===== src/rtl/dumbrv_spi_write.sv =====
// SPI mode-0 write master for 23xx serial SRAM: WRITE, 16-bit address, one byte.
// Sequential follow-on writes stream inside the same chip-select frame.
module dumbrv_spi_write #(
    parameter int HOLD_CYCLES = 8,
    parameter int CS_GAP      = 2
) (
    input  logic        clk,
    input  logic        rst_n,
    output logic        spi_mosi,
    output logic        spi_cs_n,
    output logic        spi_sck,
    input  logic        valid_i,
    input  logic [15:0] addr_i,
    input  logic [7:0]  data_i,
    output logic        ready_o,
    output logic        done_o,
    output logic        busy_o
);

    localparam int HW = (HOLD_CYCLES > 0) ? $clog2(HOLD_CYCLES + 1) : 1;
    localparam int GW = (CS_GAP > 1) ? $clog2(CS_GAP) : 1;
    localparam logic [HW-1:0] HOLD_LD = HW'(HOLD_CYCLES);
    localparam logic [GW-1:0] GAP_LD  = GW'(CS_GAP - 1);

    typedef enum logic [2:0] {
        S_IDLE, S_GAP, S_CMD, S_ADRH, S_ADRL, S_DATA, S_HOLD
    } state_e;

    state_e        state_q, state_d;
    logic [7:0]    shreg_q, shreg_d;
    logic [2:0]    bitcnt_q, bitcnt_d;
    logic          phase_q, phase_d;
    logic [HW-1:0] hold_cnt_q, hold_cnt_d;
    logic [GW-1:0] gap_cnt_q, gap_cnt_d;
    logic [15:0]   addr_q, addr_d;
    logic [7:0]    data_q, data_d;
    logic          addr_vld_q, addr_vld_d;
    logic          pend_q, pend_d;
    logic          done_q, done_d;

    logic shifting;
    logic byte_end;
    logic accept;
    logic seq_hit;

    assign shifting = (state_q == S_CMD) || (state_q == S_ADRH) ||
                      (state_q == S_ADRL) || (state_q == S_DATA);
    assign byte_end = shifting && phase_q && (bitcnt_q == 3'd7);
    assign ready_o  = (state_q == S_IDLE) || (state_q == S_HOLD);
    assign accept   = valid_i && ready_o;
    // 17-bit compare so 0xFFFF never chains into 0x0000
    assign seq_hit  = addr_vld_q &&
                      ({1'b0, addr_i} == ({1'b0, addr_q} + 17'd1));

    assign spi_cs_n = !(shifting || (state_q == S_HOLD));
    assign spi_sck  = shifting && phase_q;
    assign spi_mosi = shifting && shreg_q[7];
    assign busy_o   = (state_q != S_IDLE);
    assign done_o   = done_q;

    always_comb begin
        state_d    = state_q;
        shreg_d    = shreg_q;
        bitcnt_d   = bitcnt_q;
        phase_d    = phase_q;
        hold_cnt_d = hold_cnt_q;
        gap_cnt_d  = gap_cnt_q;
        addr_d     = addr_q;
        data_d     = data_q;
        addr_vld_d = addr_vld_q;
        pend_d     = pend_q;
        done_d     = 1'b0;

        if (shifting) begin
            phase_d = ~phase_q;
            if (phase_q) begin
                shreg_d  = {shreg_q[6:0], 1'b0};
                bitcnt_d = bitcnt_q + 3'd1;
            end
        end

        unique case (state_q)
            S_IDLE: begin
                if (accept) begin
                    addr_d     = addr_i;
                    data_d     = data_i;
                    addr_vld_d = 1'b1;
                    state_d    = S_CMD;
                    shreg_d    = 8'h02;
                    bitcnt_d   = 3'd0;
                    phase_d    = 1'b0;
                end
            end
            S_CMD: begin
                if (byte_end) begin
                    state_d = S_ADRH;
                    shreg_d = addr_q[15:8];
                end
            end
            S_ADRH: begin
                if (byte_end) begin
                    state_d = S_ADRL;
                    shreg_d = addr_q[7:0];
                end
            end
            S_ADRL: begin
                if (byte_end) begin
                    state_d = S_DATA;
                    shreg_d = data_q;
                end
            end
            S_DATA: begin
                if (byte_end) begin
                    done_d = 1'b1;
                    if (HOLD_CYCLES > 0) begin
                        state_d    = S_HOLD;
                        hold_cnt_d = HOLD_LD;
                    end else begin
                        state_d   = S_GAP;
                        gap_cnt_d = GAP_LD;
                    end
                end
            end
            S_HOLD: begin
                if (accept) begin
                    addr_d = addr_i;
                    data_d = data_i;
                    if (seq_hit) begin
                        state_d  = S_DATA;
                        shreg_d  = data_i;
                        bitcnt_d = 3'd0;
                        phase_d  = 1'b0;
                    end else begin
                        state_d   = S_GAP;
                        pend_d    = 1'b1;
                        gap_cnt_d = GAP_LD;
                    end
                end else if (hold_cnt_q == '0) begin
                    state_d   = S_GAP;
                    gap_cnt_d = GAP_LD;
                end else begin
                    hold_cnt_d = hold_cnt_q - 1'b1;
                end
            end
            S_GAP: begin
                if (gap_cnt_q == '0) begin
                    if (pend_q) begin
                        state_d  = S_CMD;
                        pend_d   = 1'b0;
                        shreg_d  = 8'h02;
                        bitcnt_d = 3'd0;
                        phase_d  = 1'b0;
                    end else begin
                        state_d = S_IDLE;
                    end
                end else begin
                    gap_cnt_d = gap_cnt_q - 1'b1;
                end
            end
            default: state_d = S_IDLE;
        endcase
    end

    always_ff @(posedge clk or negedge rst_n) begin
        if (!rst_n) begin
            state_q    <= S_IDLE;
            shreg_q    <= 8'h00;
            bitcnt_q   <= 3'd0;
            phase_q    <= 1'b0;
            hold_cnt_q <= '0;
            gap_cnt_q  <= '0;
            addr_q     <= 16'h0000;
            data_q     <= 8'h00;
            addr_vld_q <= 1'b0;
            pend_q     <= 1'b0;
            done_q     <= 1'b0;
        end else begin
            state_q    <= state_d;
            shreg_q    <= shreg_d;
            bitcnt_q   <= bitcnt_d;
            phase_q    <= phase_d;
            hold_cnt_q <= hold_cnt_d;
            gap_cnt_q  <= gap_cnt_d;
            addr_q     <= addr_d;
            data_q     <= data_d;
            addr_vld_q <= addr_vld_d;
            pend_q     <= pend_d;
            done_q     <= done_d;
        end
    end

endmodule


===== config.mk =====
export PLATFORM = sky130hd
export DESIGN_NAME = dumbrv_spi_write
export DESIGN_NICKNAME = d
export VERILOG_FILES = /design/src/rtl/dumbrv_spi_write.sv
export SDC_FILE = /design/constraint.sdc
export NUM_CORES = 1
export LEC_CHECK = 0
export CAP_MARGIN = 20
export CORE_MARGIN = 4
export CORE_UTILIZATION = 45
export CTS_CLUSTER_SIZE = 8
export DETAILED_ROUTE_END_ITERATION = 10
export HOLD_SLACK_MARGIN = 0.06
export PLACE_DENSITY = 0.66
export SKIP_LAST_GASP = 1
export SLEW_MARGIN = 30
export SYNTH_ARGS = -nofsm -noshare
export SYNTH_HDL_FRONTEND = slang
export SYNTH_SLANG_ARGS = --single-unit

===== constraint.sdc =====
create_clock -name clk -period 4.35 [get_ports clk]
set_input_delay 0.435 -clock clk [delete_from_list [all_inputs] [get_ports clk]]
set_output_delay 0.435 -clock clk [all_outputs]
set_load 0.03 [all_outputs]

**Yosys cells after proc, flatten, opt, wreduce, memory -nomap -nowiden**

Cells that the tools add are included.

- Register bits: 47
- Input bits: 27
- Logic and storage cells: 110

- Add/subtract/negate cells: 4
- Muxes and demuxes: 51
- Bitwise logic cells: 1
- Reduce and logical (&&, ||, !) cells: 23
- Equal/unequal tests: 20

Operators with widths:

| operator | count |
|---|---|
| two-way mux 8 bit | 10 |
| two-way mux 3 bit | 16 |
| case mux 8 bit (6 select lines) | 1 |
| case mux 3 bit (7 select lines) | 1 |
| inequality test 2 bit (second input constant) | 10 |
| adder 16 x 1 -> 17 bit (second input constant) | 1 |
| == test 16 x 17 -> 1 bit | 1 |
| two-way mux 1 bit | 14 |
| == test 3 bit (second input constant) | 4 |
| two-way mux 4 bit | 3 |
| case mux 3 bit (3 select lines) | 1 |
| case mux 4 bit (2 select lines) | 1 |
| AND reduction 4 bit | 2 |
| AND reduction 7 bit | 1 |
| == test 3 x 2 -> 1 bit (second input constant) | 2 |
| logical AND 1 bit | 5 |
| logical OR 1 bit | 5 |
| logical NOT 4 bit | 1 |
| case mux 1 bit (2 select lines) | 2 |
| AND reduction 2 bit | 2 |
| nonzero test 2 bit | 2 |
| subtractor 4 x 1 -> 4 bit (second input constant) | 1 |
| adder 3 x 1 -> 3 bit (second input constant) | 1 |
| == test 3 x 1 -> 1 bit (second input constant) | 1 |
| 11 further kinds | 11 |

**Logic depth before layout (Yosys ltp)**

Gate-level depths: netlist of run 1.

- Depth after elaboration: 8
- Mapped depth: 10
- Gate-level depth less buffers: 9

**Worst setup path before layout of run 1**

No wires, ideal clock.

- Path type: register -> register
- From: register state_q[2]
- To: register shreg_q[0]
- Arrival time: 2.353 ns
- Path slack: 1.873 ns
- Clock period less this slack: 2.477 ns
- Data required time: 4.226 ns
- Stages on the path, launching flop included: 10
- Cells stage by stage: dfrtp_1 -> clkbuf_1 -> xor2_1 -> ha_1 -> and2_1 -> buf_1 -> nor2_1 -> a31oi_1 -> o22ai_1 -> a211o_1

- Cells in the longest elaborated chain, start to end: 8
- Elaborated cells on any way between the ends: 24
- Those cells by class: 6 x eq/ne; 10 x mux; 8 x reduce/logical

Ends and longest elaborated chain:

| item | RTL line | RTL |
|---|---|---|
| from (decl) | 29 | `state_e state_q, state_d;` |
| from (signal assigned) | 178 | `state_q <= state_d;` |
| == test 3 x 2 -> 1 bit | 46 | `assign shifting = (state_q == S_CMD) \|\| (state_q == S_ADRH) \|\|` |
| logical OR 1 bit (2 in series) | 46 |  |
| logical OR 1 bit * | 47 | `(state_q == S_ADRL) \|\| (state_q == S_DATA);` |
| logical AND 1 bit * | n/a |  |
| via spi_sck | 11 | `output logic spi_sck,` |
| logical AND 1 bit * | 48 | `assign byte_end = shifting && phase_q && (bitcnt_q == 3'd7);` |
| two-way mux 8 bit, on equally long branches | 107, 101, 95 |  |
| case mux 8 bit (6 select lines) * | 82 | `unique case (state_q)` |
| via shreg_d[0] | 30 | `logic [7:0] shreg_q, shreg_d;` |
| to (signal assigned) | 179 | `shreg_q <= shreg_d;` |
| to (decl) | 30 |  |

The timed path passes the listed nets; every way through them passes the cells marked *.
A chain may end at the register's enable or synchronous reset.

**Worst setup path in the final report of run 1**

- From: register state_q[2]
- To: register hold_cnt_q[3]

- Cells in the longest elaborated chain, start to end: 8
- Elaborated cells on any way between the ends: 19
- Those cells by class: 8 x eq/ne; 1 x mux; 10 x reduce/logical

Ends and longest elaborated chain:

| item | RTL line | RTL |
|---|---|---|
| == test 3 x 2 -> 1 bit | 46 |  |
| logical OR 1 bit (2 in series) | 46 |  |
| logical OR 1 bit | 47 |  |
| logical AND 1 bit (2 in series) | 48 |  |
| inequality test 2 bit (no source line) | n/a |  |
| AND reduction 4 bit (no source line) | n/a |  |
| to (signal assigned) | 182 | `hold_cnt_q <= hold_cnt_d;` |
| to (decl) | 33 | `logic [HW-1:0] hold_cnt_q, hold_cnt_d;` |

Parallel ways exist; a longest one is shown, timed or not.

==> results of run 1 <==
-- metal layers --
layer  global-route usage  vias up  wire [um]
li1                     -     1292          -
met1                0.240     1295       3300
met2                0.320       61       3780
met3               0.0353        9        322
met4               0.0458        0         67
met5                    0        -          0
-- worst max-delay path, stage by stage (launching register included) --
cell and delay, ns:
dfrtp_1 0.82, xor2_1 0.39, ha_1 0.25, and2_1 0.48, and4_1 0.33, o21ai_0 0.19, nor4_1 0.31, xnor2_1 0.17
nand2b_1 0.07
-- sequential cells by signal (all words and copies together) (netlist names) --
| signal | cells |
|---|---|
| addr_q | 16 |
| data_q | 8 |
| shreg_q | 8 |
| hold_cnt_q | 4 |
| bitcnt_q | 3 |
| state_q | 3 |
| addr_vld_q | 1 |
| done_o | 1 |
| gap_cnt_q | 1 |
| pend_q | 1 |
| phase_q | 1 |
-- power groups by stage --
stage          clock network (mW)  logic, mW  registers [mW]
5_1_grt                     0.417       1.27           0.929
4_1_cts                     0.396       1.14           0.889
2_1_floorplan                   0      0.969           0.756
3_5_place_dp                    0       1.14           0.897
6_report                    0.393       1.13           0.893
3_3_place_gp                    0       1.12           0.894
-- worst max-delay path by stage --
| stage | startpoint | endpoint | slack [ns] | cells past startpoint |
|---|---|---|---|---|
| 2_1_floorplan | state_q[2] | shreg_q[0] | 1.87 | 9 |
| 3_3_place_gp | state_q[2] | hold_cnt_q[3] | 1.28 | 8 |
| 3_5_place_dp | state_q[2] | hold_cnt_q[3] | 1.23 | 8 |
| 4_1_cts | state_q[2] | hold_cnt_q[3] | 1.23 | 8 |
| 5_1_grt | state_q[2] | hold_cnt_q[3] | 0.87 | 8 |
| 6_report | state_q[2] | hold_cnt_q[3] | 1.24 | 8 |
-- stage by stage --
| stage | power [mW] | std cells |
|---|---|---|
| floorplan | 1.73 | 348 |
| global placement | 2.01 | 459 |
| detailed placement | 2.04 | 459 |
| CTS | 2.43 | 467 |
| global route | 2.62 | 467 |
| finish | 2.41 | 467 |
-- synth_stat cells (8+ instances only) --
cell type,n,area share
mux2i_1,18,0.057
mux2_2,26,0.092
a21oi_1,22,0.035
nand3_1,9,0.014
inv_1,15,0.018
nor2_1,23,0.027
clkbuf_1,8,0.0094
dfrtp_1,47,0.37
nand2_1,37,0.044
xnor2_1,13,0.036
o21ai_0,25,0.039
-- cell type report --
cell class,count,area (um^2),area share
multi-input cells,268,1880,0.508
flip-flops and latches,47,1180,0.319
well taps,96,120,0.0325
clock buffers,5,68.8,0.0186
clock inverters,3,67.6,0.0183
repair buffers,33,325,0.0881
inverters,15,56.3,0.0152
-- cells by family after synthesis --
| family | count (synthesis) | share of synthesized area |
|---|---|---|
| and+or+nand+nor | 114 | 0.193 |
| AOI/OAI and AO/OA | 83 | 0.165 |
| DFF | 47 | 0.369 |
| muxes | 44 | 0.148 |
| buffers and inverters | 33 | 0.0428 |
| xor gates and xnor gates | 20 | 0.0549 |
| adders and majority gates | 7 | 0.0267 |
-- cell usage in the layout (no fill, tap or decap), types with 2 or more instances in the layout --
master and instances:
buf_4 2, and4_1 2, a211oi_1 3, nand3_1 9, mux2i_1 18, nand2_1 36
xor2_1 7, mux2_2 26, o31ai_1 3, clkbuf_8 5, nor3b_1 3, ha_1 6
a21o_1 2, nand4_1 4, a21oi_1 22, o21ai_0 25, xnor2_1 13, nor2_1 23
o21bai_1 2, or3_1 2, clkdlybuf4s50_1 31, bufinv_16 2, nand2b_1 5, nand4b_1 2
a22oi_1 2, a221oi_1 2, and3_1 2, dfrtp_1 46, a31oi_1 5, o22ai_1 6
inv_1 15, nor2b_1 7, a41oi_1 2, and2_1 4, a22o_1 2, nor3_1 5
==> out/summary.txt, run 1 <==
Starting DRT DRC Count -> 138
Die area -> 8500 um^2
R2r endpoint -> hold_cnt_q[3]
Final hold vios -> 0
CTS resizes -> 0
Share of power burned in registers -> 0.370
Fin nets -> 403
Port-buffer cells -> 32
Count of final setup violators -> 0
Share of cells above drive strength 1 -> 0.121
Worst IR Drop VDD -> 0.280 mV
Pin count of the biggest net entering global routing -> 48
Clk pwr share -> 0.163
DRC violations left -> 0
R2R Setup Slk -> 1.24 ns
Sequential-to-total area share from yosys stat -> 0.369
Clk root buf -> clkbuf_8
Unrepaired setup endpoints after global routing -> false
Vias per cell -> 5.69
Clock buffer depth -> 2
Drt total wl -> 7470 um
DR WL/cell -> 16.0 um
Diodes inserted -> 0
Critical path fanouts, max -> 26
Pint -> 1.38 mW
Setup TNS -> 0 ns
WHS -> 0.131 ns
Die Wd -> 92.2 um
Fillers -> 659
Post-DP HPWL -> 5410 um
Gpl congestion -> 0.840
Sw frac -> 0.430
Fin. max-slew vios -> 0
Reg-to-Reg Start -> state_q[2]
Setup Buffers After CTS -> 0
# hold bufs at CTS -> 0
Synthesized area -> 3190 um^2
Kind of critical path -> flip-flop to flip-flop
Fin crit period -> 3.11 ns
Pre-Repair DR Iteration Count -> 4
Clk_lat worst skew -> 0.31 ns
Nature of the critical path endpoint -> flip-flop
Async SR Flop Fraction -> 1.00
Setup ws final -> 1.24 ns
HP Class -> primary input to asynchronous set/reset pin
Die extent in y -> 92.2 um
Netlist cell types -> 54
Sink Count -> 47
First-pass GRT wire length -> 12800 um
Number of I/O pins -> 33
Clock transition at the registers of the reported paths -> 0.09 ns
Mapped Avg Cell Area -> 9.16 um^2
Number of synthesized flops with an enable pin -> 0
CP Launch Type -> flip-flop
Worst Skew -> 0.00684 ns
PD cells -> 654 nW/um^2
CTS tree -> built
Rows -> 30
GRT overflow -> 0
GRT Total Usage -> 0.186
Core ar. -> 6830 um^2
Cells after synthesis -> 348
Max Clk Rate -> 322 MHz
Initial antenna violation count -> 0
Max-Cap Viols -> 0
Pre-CTS setup slack -> 1.23 ns
Area Growth Syn to Fin -> 15.9%
Period utilisation layout -> 0.715
Register-to-Register Path Depth -> 8
Worst-Margin Slew -> 0.725 ns
Crit path required time -> 4.55 ns
DRT antenna net count -> 0
Via count -> 2657
Critical path arrival -> 3.31 ns
Yosys warning count -> 0
Register bit count reported by yosys -> 47
Leak pwr -> 1.57 nW
Final instance area -> 3690 um^2
Num CTS Buffers -> 5
Placed cell area -> 3560 um^2
Initial core utilization -> 0.467
Comb pwr share -> 0.468
Number of global-route vias before repair -> 2626
Net Switching -> 1.04 mW
Final Util -> 0.541
Net Count, Synth -> 381
Synth Flop Type -> dfrtp_1
H-tree Lvls -> 2
Max_slew headroom -> 0.517
Status -> finished, final reports clean
Note: power is estimated with default switching activity, not from simulation.
==> inputs of run 2 (changes only) <==
==> constraint.sdc (replaced) <==
create_clock -name clk -period 3.1 [get_ports clk]
set_input_delay 0.31 -clock clk [delete_from_list [all_inputs] [get_ports clk]]
set_output_delay 0.31 -clock clk [all_outputs]
set_load 0.03 [all_outputs]
==> run 2 against run 1 <==
  * Sequential power is 30% higher
  * Clock power is 20% higher
  * First-iteration DRC count is 75% higher
  * Final cell count increased by 1.9%
  * Sequential share of layout area shrank 0.44 points
  * Critical path type unchanged
  * Critical endpoint is now shreg_q[2]
==> out/summary.txt, run 2 (synthesis gave the netlist of run 1 again) <==
Multi-input logic area -> 1880 um^2 (-0.13%)
CP startpoint -> addr_q[0]
Num CTS Buffers -> 5 (unchanged)
Core ar. -> 6830 um^2 (unchanged)
Fillers -> 663 (+0.61%)
Share of cells above drive strength 1 -> 0.134 (+0.0129)
Share of power burned in registers -> 0.340 (-0.030)
Die area -> 8500 um^2 (unchanged)
Initial core utilization -> 0.467 (unchanged)
Fin. max-slew vios -> 0 (unchanged)
Slowest library cell on the worst path -> dfrtp_1
Clock buffer depth -> 2 (unchanged)
Period utilisation layout -> 0.848 (+0.133)
Count of final setup violators -> 0 (unchanged)
Overall power -> 3.41 mW (+41%)
Crit path required time -> 3.32 ns (-1.23 ns)
PD cells -> 911 nW/um^2 (+39%)
Die Wd -> 92.2 um (unchanged)
Fin crit period -> 2.63 ns (-0.480 ns)
Fin nets -> 412 (+2.2%)
Worst Skew -> 0.00770 ns (+0.000865 ns)
Kind of critical path -> flip-flop to flip-flop
Sink Count -> 47 (unchanged)
Sw frac -> 0.435 (+0.00502)
Net Switching -> 1.48 mW (+43%)
Gpl congestion -> 0.871 (+3.7%)
Comb pwr share -> 0.522 (+0.054)
Biggest regs -> addr_q: 16 flops, data_q: 8 flops, shreg_q: 8 flops
DR WL/cell -> 16.3 um (+1.8%)
Clk root buf -> clkbuf_8
Setup Buffers After CTS -> 0 (unchanged)
CP Launch Type -> flip-flop
Most frequent cells in the layout -> dfrtp_1, nand2_1, clkdlybuf4s50_1, mux2_2, o21ai_0
Critical path arrival -> 2.85 ns (-0.46 ns)
Final Util -> 0.548 (+0.00696)
Pint -> 1.92 mW (+40%)
Clk_lat worst skew -> 0.30 ns (about the same)
Worst-Margin Slew -> 0.618 ns (-0.107 ns)
GRT Total Usage -> 0.191 (+0.00565)
Number of global-route vias before repair -> 2643 (+0.65%)
Most common cell after layout, fill and taps aside -> dfrtp_1
Non-filler cells, final -> 476 (+1.9%)
Nature of the critical path endpoint -> flip-flop
Reg-to-Reg Start -> addr_q[0]
Placed insts -> 467 (+1.7%)
Starting DRT DRC Count -> 241 (+75%)
Pin count of the biggest net entering global routing -> 48 (unchanged)
Critical path fanouts, max -> 10 (-62%)
Final hold vios -> 0 (unchanged)
Vias per cell -> 5.70 (+0.14%)
H-tree Lvls -> 2 (unchanged)
Number of I/O pins -> 33 (unchanged)
Worst IR Drop VDD -> 0.365 mV (+30%)
HP Class -> flip-flop to flip-flop
Max Clk Rate -> 380 MHz (+18%)
Rows -> 30 (unchanged)
Max reg flops -> 16 (unchanged)
Max_slew headroom -> 0.588 (+0.0711)
Leak pwr -> 1.61 nW (+2.6%)
Die extent in y -> 92.2 um (unchanged)
Initial antenna violation count -> 0 (unchanged)
Clk pwr share -> 0.138 (-0.025)
Via count -> 2712 (+2.1%)
Diodes inserted -> 0 (unchanged)
Max-Cap Viols -> 0 (unchanged)
GRT overflow -> 0 (unchanged)
Unrepaired setup endpoints after global routing -> false
CTS resizes -> 0 (unchanged)
Clock transition at the registers of the reported paths -> 0.09 ns (about the same)
Pre-Repair DR Iteration Count -> 4 (unchanged)
Drt total wl -> 7750 um (+3.7%)
Post-DP HPWL -> 5770 um (+6.7%)
DRT antenna net count -> 0 (unchanged)
DRC violations left -> 0 (unchanged)
Setup TNS -> 0 ns (unchanged)
Port-buffer cells -> 32 (unchanged)
Sequential cell area -> 1180 um^2 (-0.11%)
Status -> finished, final reports clean
Register with the most flip-flops -> addr_q
Hold Path Origin -> addr_vld_q
Crit-path cells -> ha_1 -> nand2_1 -> nor2_1 -> nand4_1 -> a2111oi_4 -> nand4_2 -> buf_4 -> o32a_1 -> o21ai_0
Slowest stage delay, CP -> 0.46 ns (-0.36 ns)
Area Growth Syn to Fin -> 17.3%
CTS tree -> built
First-pass GRT wire length -> 12900 um (+0.32%)
==> run 2: cell count changes in the layout (fill, tap and decap cells not counted), sizes merged <==
| cell | previous run | this run |
|---|---|---|
| clkbuf | 5 | 6 |
| dlygate4sd3 | 0 | 1 |
| buf | 2 | 10 |
| clkinvlp | 1 | 0 |
| bufinv | 2 | 1 |
| clkinv | 0 | 1 |
==> run 2: worst paths after layout <==
kind / to / slack, ns / cells past startpoint
max in group asynchronous: data_q[6] / 2.11 / 2
min in group asynchronous: hold_cnt_q[0] / 0.55 / 2
worst min-delay path: addr_vld_q / 0.48 / 1
worst max-delay path: shreg_q[2] / 0.47 / 9
worst max register to register: shreg_q[2] / 0.47 / 9
worst min register to register: addr_vld_q / 0.48 / 1
==> run 2: final cells by class <==
| class | count | share of cell area |
|---|---|---|
| multi-input combinational | 268 | 0.501 |
| timing repair buffer | 42 | 0.106 |
| clock buffer | 6 | 0.0221 |
| inverter | 15 | 0.0151 |
| clock inverter | 2 | 0.00936 |
| sequential | 47 | 0.314 |
| tap | 96 | 0.0321 |
==> run 2: metrics by stage <==
step	setup WS (ns)	hold slack [ns]	instance area [um^2]
floorplan	0.623	0.0144	3190
global route	0.306	0.529	3740
global placement	0.588	0.465	3610
detailed placement	0.519	0.369	3610
CTS	0.505	0.492	3740
finish	0.470	0.483	3740
==> run 2: worst max-delay path, delay by kind of cell (launching register included) <==
| family | cells | cell delay [ns] |
|---|---|---|
| simple gates | 4 | 0.73 |
| buf+inv | 1 | 0.24 |
| fa+ha+maj | 1 | 0.32 |
| compound gates | 3 | 0.79 |
| flops | 1 | 0.46 |
==> run 2: metal layers <==
layer	vias up	wire length (um)	global-route usage
li1	1312	-	-
met1	1309	3380	0.243
met2	75	3810	0.321
met3	16	380	0.0353
met4	0	189	0.0755
met5	-	0	0
==> run 2: power groups by stage <==
stage          clock network, mW  logic, mW  registers, mW
2_1_floorplan                  0       1.36           1.06
3_3_place_gp                   0       1.74           1.16
3_5_place_dp                   0       1.77           1.17
4_1_cts                    0.483       1.78           1.16
5_1_grt                    0.516       1.98           1.20
6_report                   0.470       1.78           1.16
==> run 2: timing repair <==
action / CTS / global route
setup endpoints to repair: 0 / 0
hold buffers: 1 / 0
endpoints found under the hold margin: 47 / 0
==> inputs of run 3 (changes only) <==
==> constraint.sdc (replaced) <==
create_clock -name clk -period 2.71 [get_ports clk]
set_input_delay 0.271 -clock clk [delete_from_list [all_inputs] [get_ports clk]]
set_output_delay 0.271 -clock clk [all_outputs]
set_load 0.03 [all_outputs]
==> run 3 against run 2 <==
  * Wire length is 0.31% higher
  * Die area stayed put
  * Flip-flop and latch count stayed put
  * Setup slack worse by 0.29 ns
  * First-iteration DRC count is 28% lower
  * Count of clock-buffer cells in the layout stayed put
  * Hold slack better by 0.0057 ns
==> out/summary.txt, run 3 (synthesis gave the netlist of run 1 again) <==
Status -> finished, final reports clean
Unrepaired setup endpoints after global routing -> false
Final hold vios -> 0 (unchanged)
Reg-to-Reg Start -> addr_q[5]
DRT antenna net count -> 0 (unchanged)
Placed cell area -> 3700 um^2 (+2.3%)
# hold bufs at CTS -> 1 (unchanged)
Count of final setup violators -> 0 (unchanged)
Number of global-route vias before repair -> 2681 (+1.4%)
Post-DP HPWL -> 5820 um (+0.80%)
CTS resizes -> 0 (unchanged)
Max-Cap Viols -> 0 (unchanged)
Number of I/O pins -> 33 (unchanged)
Max reg flops -> 16 (unchanged)
R2R Setup Slk -> 0.18 ns (-0.29 ns)
Die extent in y -> 92.2 um (unchanged)
Met3 routed WL -> 308 um (-19%)
Core ar. -> 6830 um^2 (unchanged)
Biggest regs -> addr_q: 16 flops, data_q: 8 flops, shreg_q: 8 flops
DR WL/cell -> 16.0 um (-1.6%)
Crit path required time -> 2.94 ns (-0.38 ns)
Most common cell after layout, fill and taps aside -> dfrtp_1
Pint -> 2.16 mW (+12%)
Fin. max-slew vios -> 0 (unchanged)
Kind of critical path -> flip-flop to flip-flop
Setup crit end -> shreg_q[2]
R2r endpoint -> shreg_q[2]
Sink Count -> 47 (unchanged)
Fin crit period -> 2.53 ns (-0.105 ns)
Diodes inserted -> 0 (unchanged)
Port-buffer cells -> 32 (unchanged)
Area Growth Syn to Fin -> 18.5%
CTS tree -> built
Max Clk Rate -> 396 MHz (+4.1%)
Pin count of the biggest net entering global routing -> 48 (unchanged)
Most frequent cells in the layout -> dfrtp_1, nand2_1, clkdlybuf4s50_1, mux2_2, o21ai_0
Drt total wl -> 7780 um (+0.31%)
Worst IR Drop VDD -> 0.526 mV (+44%)
Register with the most flip-flops -> addr_q
Num CTS Buffers -> 5 (unchanged)
Share of cells above drive strength 1 -> 0.152 (+0.0175)
Worst-Margin Slew -> 0.615 ns (-0.00296 ns)
Period utilisation layout -> 0.932 (+0.0834)
Max_slew headroom -> 0.590 (+0.00198)
CP Launch Type -> flip-flop
Net Switching -> 1.69 mW (+14%)
Clock transition at the registers of the reported paths -> 0.09 ns (about the same)
Top layer in use -> met4
Gpl congestion -> 0.896 (+2.9%)
GRT overflow -> 0 (unchanged)
Leak pwr -> 1.64 nW (+1.8%)
Rows -> 30 (unchanged)
Initial antenna violation count -> 0 (unchanged)
Worst Skew -> 0.00465 ns (-0.00305 ns)
Setup TNS -> 0 ns (unchanged)
Initial core utilization -> 0.467 (unchanged)
Wl on met1 -> 3620 um (+7.4%)
Wire length on met2 -> 3680 um (-3.3%)
Nature of the critical path endpoint -> flip-flop
Setup Buffers After CTS -> 0 (unchanged)
First-pass GRT wire length -> 13200 um (+2.4%)
WHS -> 0.489 ns (+0.00570 ns)
HP Class -> flip-flop to flip-flop
Final instance area -> 3780 um^2 (+1.0%)
Die Wd -> 92.2 um (unchanged)
Die area -> 8500 um^2 (unchanged)
PD cells -> 1020 nW/um^2 (+12%)
Vias per cell -> 5.60 (-1.7%)
Overall power -> 3.85 mW (+13%)
Critical path fanouts, max -> 9 (-1)
Clock buffer depth -> 2 (unchanged)
Critical path arrival -> 2.75 ns (-0.10 ns)
Via count -> 2716 (+0.15%)
Share of power burned in registers -> 0.329 (-0.011)
Sw frac -> 0.439 (+0.00401)
CP startpoint -> addr_q[5]
DRC violations left -> 0 (unchanged)
Starting DRT DRC Count -> 173 (-28%)
Register-to-Register Path Depth -> 8 (-1)
Clk root buf -> clkbuf_8
Clk pwr share -> 0.105 (-0.033)
Comb pwr share -> 0.566 (+0.044)
Pre-Repair DR Iteration Count -> 5 (+1)
GRT Total Usage -> 0.195 (+0.00316)
Clk_lat worst skew -> 0.30 ns (about the same)
Fin nets -> 423 (+2.7%)
H-tree Lvls -> 2 (unchanged)
run 3: cell types whose count changed in the layout (fill, tap and decap cells not counted):
cell / previous run / this run
bufinv_16: 1 / 0
clkbuf_1: 0 / 1
clkbuf_8: 6 / 5
clkinv_2: 1 / 0
buf_4: 10 / 21
run 3: power by group through the flow:
stage	logic [mW]	clock network (mW)	registers, mW
floorplan	1.56	0	1.21
global placement	2.15	0	1.27
detailed placement	2.17	0	1.28
CTS	2.18	0.414	1.27
global route	2.43	0.439	1.31
finish	2.18	0.404	1.27
run 3: layout make-up:
cell class | count | area (um^2)
clock buffer | 6 | 72.6
multi-input combinational | 268 | 1880
inverter | 15 | 56.3
timing repair buffer | 53 | 478
tap | 96 | 120
fill | 655 | 3050
sequential | 47 | 1180
run 3: critical path: stages, from the launching register on:
cell and delay (ns):
dfrtp_1 0.47, nand4_4 0.21, nor3_4 0.28, mux2_2 0.37, a211oi_1 0.27, nand4_2 0.23
buf_4 0.25, o32a_1 0.29, o21ai_0 0.08
run 3: how the worst min path moves through the flow:
| stage | start | to | slack, ns | cells after the start |
|---|---|---|---|---|
| floorplan | rst_n | addr_q[0] | -0.02 | 0 |
| global route | data_q[4] | data_q[4] | 0.52 | 2 |
| CTS | data_q[2] | data_q[2] | 0.49 | 2 |
| detailed placement | rst_n | hold_cnt_q[3] | 0.33 | 1 |
| global placement | data_q[2] | data_q[2] | 0.47 | 2 |
| finish | data_q[4] | data_q[4] | 0.49 | 2 |
run 3: metrics by stage:
stage                     utilization  worst slack [ns]  instances
final                           0.553             0.185        485
after global routing            0.553            0.0367        485
after CTS                       0.553             0.207        485
after detailed placement        0.541             0.167        478
after global placement          0.541             0.255        478
after floorplan                     -             0.233        348
run 3: metal layers:
layer,vias up,track usage
met5,-,0
li1,1332,-
met3,17,0.0295
met4,0,0.0780
met2,82,0.313
met1,1285,0.262
